$ cat src/rtl/fir_tap_pipe.sv
// ---------------------------------------------------------------------------
// fir_tap_pipe
//
// A pipelined direct-form FIR filter stage. It takes one signed sample per
// din_valid, which may be high on every cycle, and produces
// sum(x[k] * c[k]) at full precision. The result is never rounded or
// saturated. The coefficients are written at run time through a small
// write port.
//
// Pipeline (one register per stage):
//   S0               delay line x[0..TAPS-1], shifts only when din_valid is high
//   S1               TAPS products p[k] = x[k] * c[k]
//   S2..S(1+ADDR_W)  binary adder tree, one level per stage, +1 bit per level
//   The last tree level is the dout register. It loads only when a valid
//   sample reaches it and holds its value otherwise.
//   Latency: din_valid sampled at edge E gives dout_valid after edge
//   E+1+ADDR_W.
//
// Ports:
//   clk        system clock, rising edge
//   rst        synchronous active-high reset, clears all state
//   din        signed input sample
//   din_valid  input sample qualifier
//   coef_we    coefficient write strobe
//   coef_addr  tap index to write (0 = newest sample)
//   coef_data  signed coefficient value
//   dout       signed filtered sample (full precision)
//   dout_valid one-cycle pulse per accepted input sample
// ---------------------------------------------------------------------------
module fir_tap_pipe #(
  parameter int DATA_W = 12,
  parameter int COEF_W = 12,
  parameter int TAPS   = 8,
  parameter int ADDR_W = $clog2(TAPS),
  parameter int OUT_W  = DATA_W + COEF_W + ADDR_W
) (
  input  logic                     clk,
  input  logic                     rst,
  input  logic signed [DATA_W-1:0] din,
  input  logic                     din_valid,
  input  logic                     coef_we,
  input  logic        [ADDR_W-1:0] coef_addr,
  input  logic signed [COEF_W-1:0] coef_data,
  output logic signed [OUT_W-1:0]  dout,
  output logic                     dout_valid
);

  localparam int PROD_W  = DATA_W + COEF_W;
  localparam int LATENCY = 2 + ADDR_W;

  // Full-width signed product. Both operands are sign-extended explicitly,
  // so the multiply is exactly PROD_W bits wide and cannot overflow.
  function automatic logic signed [PROD_W-1:0] mul_full(
    input logic signed [DATA_W-1:0] a,
    input logic signed [COEF_W-1:0] b
  );
    logic signed [PROD_W-1:0] a_ext;
    logic signed [PROD_W-1:0] b_ext;
    a_ext = {{COEF_W{a[DATA_W-1]}}, a};
    b_ext = {{DATA_W{b[COEF_W-1]}}, b};
    return a_ext * b_ext;
  endfunction

  // -------------------------------------------------------------------------
  // S0: sample delay line
  // -------------------------------------------------------------------------
  logic signed [DATA_W-1:0] x_q [TAPS];

  // NOTE: sequential state always uses non-blocking (<=) so every register
  // samples the pre-edge values of the others; with '=' the shift would
  // collapse into a single copy.
  always_ff @(posedge clk) begin
    if (rst) begin
      for (int k = 0; k < TAPS; k++) x_q[k] <= '0;
    end else if (din_valid) begin
      x_q[0] <= din;
      for (int k = 1; k < TAPS; k++) x_q[k] <= x_q[k-1];
    end
  end

  // -------------------------------------------------------------------------
  // Coefficient store
  // -------------------------------------------------------------------------
  logic signed [COEF_W-1:0] c_q [TAPS];

  // NOTE: this small array is a bank of flops, not a RAM macro. It is reset
  // element by element because the filter must start from all-zero taps.
  // Do not reset arrays that are meant to map onto block RAM.
  always_ff @(posedge clk) begin
    if (rst) begin
      for (int k = 0; k < TAPS; k++) c_q[k] <= '0;
    end else if (coef_we) begin
      // TAPS is a power of two, so every coef_addr is a real tap.
      c_q[coef_addr] <= coef_data;
    end
  end

  // -------------------------------------------------------------------------
  // Valid pipeline: vld_q[i] marks a sample that has just passed stage Si.
  // -------------------------------------------------------------------------
  logic [LATENCY-1:0] vld_q;

  always_ff @(posedge clk) begin
    if (rst) vld_q <= '0;
    else     vld_q <= {vld_q[LATENCY-2:0], din_valid};
  end

  assign dout_valid = vld_q[LATENCY-1];

  // -------------------------------------------------------------------------
  // S1: products. These use the coefficients held before the edge, so a
  // write at edge E first shows up in the products registered at E+1.
  // -------------------------------------------------------------------------
  logic signed [PROD_W-1:0] prod_d [TAPS];
  logic signed [PROD_W-1:0] prod_q [TAPS];

  // NOTE: every element is assigned on every pass through the block, so
  // always_comb cannot infer a latch. Any partially assigned output would
  // infer one.
  always_comb begin
    for (int k = 0; k < TAPS; k++) prod_d[k] = mul_full(x_q[k], c_q[k]);
  end

  always_ff @(posedge clk) begin
    if (rst) begin
      for (int k = 0; k < TAPS; k++) prod_q[k] <= '0;
    end else begin
      prod_q <= prod_d;
    end
  end

  // -------------------------------------------------------------------------
  // S2..S(1+ADDR_W): adder tree. Level l has TAPS>>(l+1) nodes, each
  // PROD_W+l+1 bits wide. Each operand is sign-extended by one bit, so no
  // sum can wrap. Inner levels run freely. The final level is dout and
  // loads only when the valid bit for its input stage is set.
  // -------------------------------------------------------------------------
  for (genvar l = 0; l < ADDR_W; l++) begin : g_lvl
    localparam int W = PROD_W + l + 1;
    localparam int N = TAPS >> (l + 1);

    logic signed [W-1:0] sum_d [N];
    logic signed [W-1:0] sum_q [N];
    logic                en;

    if (l == 0) begin : g_src
      always_comb begin
        for (int n = 0; n < N; n++) begin
          sum_d[n] = {prod_q[2*n][PROD_W-1],   prod_q[2*n]}
                   + {prod_q[2*n+1][PROD_W-1], prod_q[2*n+1]};
        end
      end
    end else begin : g_src
      always_comb begin
        for (int n = 0; n < N; n++) begin
          sum_d[n] = {g_lvl[l-1].sum_q[2*n][W-2],   g_lvl[l-1].sum_q[2*n]}
                   + {g_lvl[l-1].sum_q[2*n+1][W-2], g_lvl[l-1].sum_q[2*n+1]};
        end
      end
    end

    if (l == ADDR_W - 1) begin : g_gate
      // The stage feeding the output register is S(ADDR_W).
      assign en = vld_q[ADDR_W];
    end else begin : g_free
      assign en = 1'b1;
    end

    always_ff @(posedge clk) begin
      if (rst) begin
        for (int n = 0; n < N; n++) sum_q[n] <= '0;
      end else if (en) begin
        sum_q <= sum_d;
      end
    end
  end

  assign dout = g_lvl[ADDR_W-1].sum_q[0];

endmodule

$ cat config.mk
export PLATFORM = sky130hd
export DESIGN_NAME = fir_tap_pipe
export DESIGN_NICKNAME = d
export VERILOG_FILES = /design/src/rtl/fir_tap_pipe.sv
export SDC_FILE = /design/constraint.sdc
export NUM_CORES = 2
export LEC_CHECK = 0
export CORE_MARGIN = 2
export CORE_UTILIZATION = 40
export DETAILED_ROUTE_END_ITERATION = 10
export MAX_ROUTING_LAYER = met4
export SLEW_MARGIN = 30
export SYNTH_ARGS = -nofsm -noshare
export SYNTH_HDL_FRONTEND = slang
export SYNTH_SLANG_ARGS = --single-unit
$ cat constraint.sdc
create_clock -name clk -period 9.4 [get_ports clk]
set_input_delay 1.88 -clock clk [delete_from_list [all_inputs] [get_ports clk]]
set_output_delay 1.88 -clock clk [all_outputs]
set_load 0.02 [all_outputs]
* Word-level counts from Yosys, hierarchy flattened
Memory sizes are Yosys's and may differ from the RTL's.
Index checks and enable logic that the tools add are counted.
W data, S select, Z words.
** Word-level totals
- Bits in registers :: 376
- RAM bits :: 192
- Memories kept :: 2
** Memories
- c_q :: words 8, bits a word 12, rd ports 8, clocked after memory_dff 0, wr ports 8, RTL line 84 : logic signed [COEF_W-1:0] c_q [TAPS];
- x_q :: words 8, bits a word 12, rd ports 8, clocked after memory_dff 0, wr ports 8, RTL line 67 : logic signed [DATA_W-1:0] x_q [TAPS];
** Operators by class
- Add/sub/neg operators :: 7
- Multiply operators :: 8
- Mux-type cells :: 19
- Bitwise gates (word level) :: 8
- Reductions and logical operators :: 1
** Operators with widths (number)
- $mul A12 B12 Y24 :: 8
- $mux W12 :: 9
- $add A24 B24 Y25 :: 4
- $add A25 B25 Y26 :: 2
- $add A26 B26 Y27 :: 1
- $reduce_or A12 Y1 :: 1
- $mux W1 :: 9
- $or A1 B1 Y1 :: 8
- $mux W3 :: 1

* Depth between registers and ports, before layout
- Depth in word-level cells :: 5
- Gate-level depth with buffers :: 23
- Mapped depth without buffers :: 22

* Worst setup path after synthesis
No wires, ideal clock.
- Path type :: reg2reg
- Start point :: memory c_q[5][6]
- End point :: register prod_q[71] (netlist name)
- Setup time :: 0.128 ns
- Arrival :: 5.283 ns
- Data required time :: 9.272 ns
- Path slack :: 3.989 ns
- Cell stages (with the launch flop) :: 22
- Buffers on the path :: 1
- Clock period less this slack :: 5.411 ns
- Cells stage by stage :: edfxtp_1 -> clkbuf_1 -> and2_1 -> fa_1 -> inv_1 -> fa_1 -> inv_1 -> fa_1 -> fa_1 -> inv_1 -> fa_1 -> inv_1 -> ha_1 -> and2_1 -> or2_2 -> o41ai_2 -> a211oi_1 -> nand2b_1 -> o22a_1 -> a31oi_1 -> xnor2_1 -> nor2_1
** RTL lines
- start: declaration :: RTL line 84
- end signal: assignment :: RTL line 128 : prod_q <= prod_d;
- end: declaration :: RTL line 115 : logic signed [PROD_W-1:0] prod_q [TAPS];

==> impl_summary.log <==
[metrics] Synth async-reset ratio: 0
[metrics] die span in y: a little over 400 µm
[metrics] final HPWL from detailed placement: ~140000 µm
[metrics] summed instance area of the synthesized netlist: about 67000 µm²
[metrics] Resize count post-CTS: 0
[metrics] post-synthesis net count: a little under 9k
[metrics] R2R Setup Slk: 3200 ps
[metrics] worst min-delay path startpoint: vld_q[2]$_SDFF_PP0_
[metrics] worst-path maximum fanout: 13
[metrics] post-synthesis average cell area: 9.35 µm²
[metrics] count of pins over their slew limit: 0
[metrics] vias per std cell: approximately 5.0
[metrics] H-tree levels: 3
[metrics] sequential element share of the synthesized area: 0.199
[metrics] final critical path time including I/O delays and setup: between 6000 and 7000 ps
[metrics] post-CTS clock slew at the launch and capture registers of the worst setup and hold paths: about 60 ps
[metrics] worst endpoint required time: approximately 9900 ps
[metrics] number of cell instances on the worst register-to-register path: 20
[metrics] Worst Path Arrival: roughly 6700 ps
[metrics] cell type contributing the most total cell area after synthesis: sky130_fd_sc_hd__fa_1
[metrics] WL final: roughly 170000 µm
[metrics] floorplan row count: 150
[metrics] Routed Antenna Nets: 0
[metrics] Synth warnings: 0
[metrics] Max transition margin: 0.353
[metrics] core footprint: approximately 170000 µm²
[metrics] TritonCTS clock tree: done
[metrics] Total Routing Usage GR: 0.213
[metrics] leakage power total: 34.9 nW
[metrics] # nets final: 8775
[metrics] global-route wire length before repair: between 200000 and 300000 µm
[metrics] full die area: ~170000 µm²
[metrics] fillers: ~16k
[metrics] hold buffer count at CTS: 0
[metrics] count of pins on the block boundary: 59
[metrics] most frequent cells in the layout: sky130_fd_sc_hd__inv_1 (1413), sky130_fd_sc_hd__fa_1 (1111), sky130_fd_sc_hd__nand2_1 (839)
[metrics] count of final hold-check violations: 0
[metrics] main flop type after synthesis: sky130_fd_sc_hd__dfxtp_1
[metrics] mux share of post-synthesis cell area: 0.00305
[metrics] CTS Root Cell: sky130_fd_sc_hd__clkbuf_16
[metrics] worst setup path category: register to register
[metrics] TritonCTS Buffers: 69
[metrics] endpoint of the lowest-slack register-to-register path: prod_q[143]$_SDFF_PP0_
[metrics] post-CTS setup buffer count: 0
[metrics] overall overflow remaining after global route: 0
[metrics] Simple-Gate Fraction of Synth Area: 0.162
[metrics] maximum number of pins on one net before global-route repair: around 140
[metrics] Synth Register Bits: roughly 570
[metrics] kind of launch point of the worst setup path: register
[metrics] final routed wire length divided by cell count: about 18 µm
[metrics] number of standard cells after synthesis: around 7.2k
[metrics] most common cell after layout, fill and taps aside: sky130_fd_sc_hd__inv_1
[metrics] buffer levels on the longest clock path: 3
[metrics] share of layout cells above drive strength 1: 0.0259
[metrics] status: complete, no violations
[metrics] most area-consuming cells after synthesis: sky130_fd_sc_hd__fa_1 (33%), sky130_fd_sc_hd__dfxtp_1 (11%), sky130_fd_sc_hd__ha_1 (11%), sky130_fd_sc_hd__edfxtp_1 (8.6%), sky130_fd_sc_hd__inv_1 (7.9%)
[metrics] number of enable flip-flop cells after synthesis: about 190
[metrics] area share of the largest cell type after synthesis: 0.332
[metrics] Buffers on Ports: between 50 and 60
[metrics] Power Dens Cells: about 270 nW/µm²
[metrics] Max rail drop VDD: approximately 190 µV
[metrics] total iterations of the first detailed-routing run: 6
[metrics] Detailed Route Iter0 Violations: 2816
[metrics] CP endpoint kind: register
[metrics] Fin Setup TNS: 0 ps
[metrics] Min-Delay Path Class: register to register
[metrics] count of vias placed by the detailed router: 46.3k
[metrics] Compound-Gate Fraction of Synth Area: 0.0647
[metrics] # Max-Cap Violations: 0
[metrics] number of global-route vias before repair: between 40k and 50k
[metrics] clock latency of the later-clocked register in the worst-skew pair: 680 ps
[metrics] Post-Synth Adder-Cell Area: 0.441
[metrics] die width: 413 µm
[metrics] combinational family with the most area after synthesis: adder cells
[metrics] timing-limited maximum frequency: approximately 160 MHz
[metrics] tightest hold margin: slightly above 400 ps
[metrics] timing startpoint of the critical path: x_q[0][31]$_SDFFCE_PN0P_
[metrics] DRC violations left: 0
[metrics] number of antenna violations at the first check in global routing: 11
[metrics] unrepaired setup endpoints after global routing: no
[metrics] # clock sinks: 568
[metrics] layout overhead on the synthesized area: 7.35%
[metrics] Tcrit/Tclk final: 0.659
[metrics] slew at the pin with the worst max-slew slack: between 900 and 1000 ps
[metrics] starting density of the core: 0.402
[metrics] crit path to: prod_q[143]$_SDFF_PP0_
[metrics] gpl congestion: ~0.92
[metrics] post-synthesis xor/xnor area fraction: 0.0373
[metrics] number of distinct library cells after synthesis: 80
[metrics] startpoint of the most critical register-to-register path: x_q[0][31]$_SDFFCE_PN0P_
[metrics] final setup skew: slightly above 40 ps
[metrics] number of setup violations in the final report: 0
-- where the power goes --
group / leakage (nW) / switching, mW / internal (mW)
clock network: 1.15 / 1.18 / 1.59
registers: 5.09 / 0.522 / 3.19
logic: 28.6 / 7.47 / 5.55
-- cells in the mapped netlist, types with 6 or more instances --
| master | instances |
|---|---|
| sky130_fd_sc_hd__dfxtp_1 | 376 |
| sky130_fd_sc_hd__o31ai_1 | 20 |
| sky130_fd_sc_hd__o211ai_1 | 15 |
| sky130_fd_sc_hd__a21boi_0 | 15 |
| sky130_fd_sc_hd__ha_1 | 580 |
| sky130_fd_sc_hd__nor4_1 | 11 |
| sky130_fd_sc_hd__xnor2_1 | 185 |
| sky130_fd_sc_hd__clkinv_1 | 8 |
| sky130_fd_sc_hd__nor2_1 | 441 |
| sky130_fd_sc_hd__nand2_1 | 839 |
| sky130_fd_sc_hd__a31oi_1 | 31 |
| sky130_fd_sc_hd__o21ai_0 | 133 |
| sky130_fd_sc_hd__or3_1 | 24 |
| sky130_fd_sc_hd__nand2b_1 | 68 |
| sky130_fd_sc_hd__mux2i_1 | 17 |
| sky130_fd_sc_hd__clkbuf_1 | 243 |
| sky130_fd_sc_hd__a21oi_1 | 173 |
| sky130_fd_sc_hd__or2_2 | 16 |
| sky130_fd_sc_hd__inv_1 | 1414 |
| sky130_fd_sc_hd__a21o_1 | 94 |
| sky130_fd_sc_hd__o21ai_1 | 6 |
| sky130_fd_sc_hd__nor3_1 | 102 |
| sky130_fd_sc_hd__xor2_1 | 100 |
| sky130_fd_sc_hd__o21bai_1 | 21 |
| sky130_fd_sc_hd__fa_1 | 1111 |
| sky130_fd_sc_hd__edfxtp_1 | 192 |
| sky130_fd_sc_hd__and2_1 | 518 |
| sky130_fd_sc_hd__a211oi_1 | 32 |
| sky130_fd_sc_hd__or4_1 | 6 |
| sky130_fd_sc_hd__nand3_1 | 53 |
| sky130_fd_sc_hd__nand4_1 | 7 |
| sky130_fd_sc_hd__and3_1 | 37 |
| sky130_fd_sc_hd__nor2b_1 | 122 |
| sky130_fd_sc_hd__nor3b_1 | 6 |
| sky130_fd_sc_hd__o41ai_1 | 7 |
| sky130_fd_sc_hd__o21a_1 | 34 |
-- metrics by stage --
step | util | instance area, µm² | power [mW] | cells | setup slack (ps)
6_report | 0.431 | 71900 | 19.5 | 9318 | 3200
3_3_place_gp | 0.417 | 69500 | 16.5 | 9185 | 3420
5_1_grt | 0.431 | 71800 | 21.5 | 9313 | 2890
4_1_cts | 0.431 | 71800 | 19.6 | 9312 | 3280
3_5_place_dp | 0.417 | 69500 | 16.6 | 9186 | 3330
2_1_floorplan | - | 66900 | 13.4 | 7156 | 3990
-- worst max-delay path, stage by stage (launching register included) --
cell and delay (ps):
sky130_fd_sc_hd__edfxtp_1 650, sky130_fd_sc_hd__nand2_1 150, sky130_fd_sc_hd__fa_1 550, sky130_fd_sc_hd__inv_1 40, sky130_fd_sc_hd__ha_1 300, sky130_fd_sc_hd__fa_1 510, sky130_fd_sc_hd__inv_1 50, sky130_fd_sc_hd__fa_1 480
sky130_fd_sc_hd__fa_1 490, sky130_fd_sc_hd__inv_1 40, sky130_fd_sc_hd__ha_1 300, sky130_fd_sc_hd__nor2b_1 160, sky130_fd_sc_hd__o21ai_0 220, sky130_fd_sc_hd__a21oi_1 120, sky130_fd_sc_hd__o21ai_0 350, sky130_fd_sc_hd__a211oi_1 190
sky130_fd_sc_hd__o31ai_1 780, sky130_fd_sc_hd__o211ai_1 220, sky130_fd_sc_hd__a31oi_1 240, sky130_fd_sc_hd__xnor2_1 140, sky130_fd_sc_hd__nor2_1 60
-- how the worst min path moves through the flow --
stage / end / slack (ps) / depth (start not counted)
CTS: vld_q[3]$_SDFF_PP0_ / 410 / 1
detailed placement: vld_q[2]$_SDFF_PP0_ / 430 / 1
finish: vld_q[3]$_SDFF_PP0_ / 410 / 1
global route: vld_q[3]$_SDFF_PP0_ / 420 / 1
floorplan: vld_q[1]$_SDFF_PP0_ / 410 / 1
global placement: vld_q[1]$_SDFF_PP0_ / 420 / 1
-- flip-flops by register name, indices dropped and copies added, names as in the netlist --
register / flops
c_q: 96
vld_q: 5
dout: 27
prod_q: 192
x_q: 96
g_lvl.sum_q: 152
-- routing by layer --
metal / track usage / up-vias / part of all wire
met5: - / - / 0
met2: 0.335 / 1030 / 0.46
li1: - / 21762 / -
met3: 0.0253 / 187 / 0.048
met4: 0.0482 / 0 / 0.022
met1: 0.296 / 23301 / 0.47
-- cell families (layout without fill, tap and decap cells) --
group	after synthesis	count (layout)
AO/OA/AOI/OAI	653	653
flip-flops	568	568
multiplexers	20	20
XOR/XNOR	285	285
adder cells (fa/ha/maj)	1691	1691
buffers and inverters	1674	1626
other	0	6
AND/OR/NAND/NOR	2265	2265
-- area by class of cell --
type / count / area (µm²) / share of cell area
Antenna cell: 6 / 15.0 / 0.000209
Clock buffer: 86 / 1930 / 0.0268
Clock inverter: 40 / 409 / 0.00569
Inverter: 1422 / 5340 / 0.0743
Multi-Input combinational cell: 4914 / 47400 / 0.659
Sequential cell: 568 / 13300 / 0.185
Tap cell: 2204 / 2760 / 0.0384
Timing Repair Buffer: 78 / 741 / 0.0103
No activity file was read; power rests on OpenSTA's default activity.
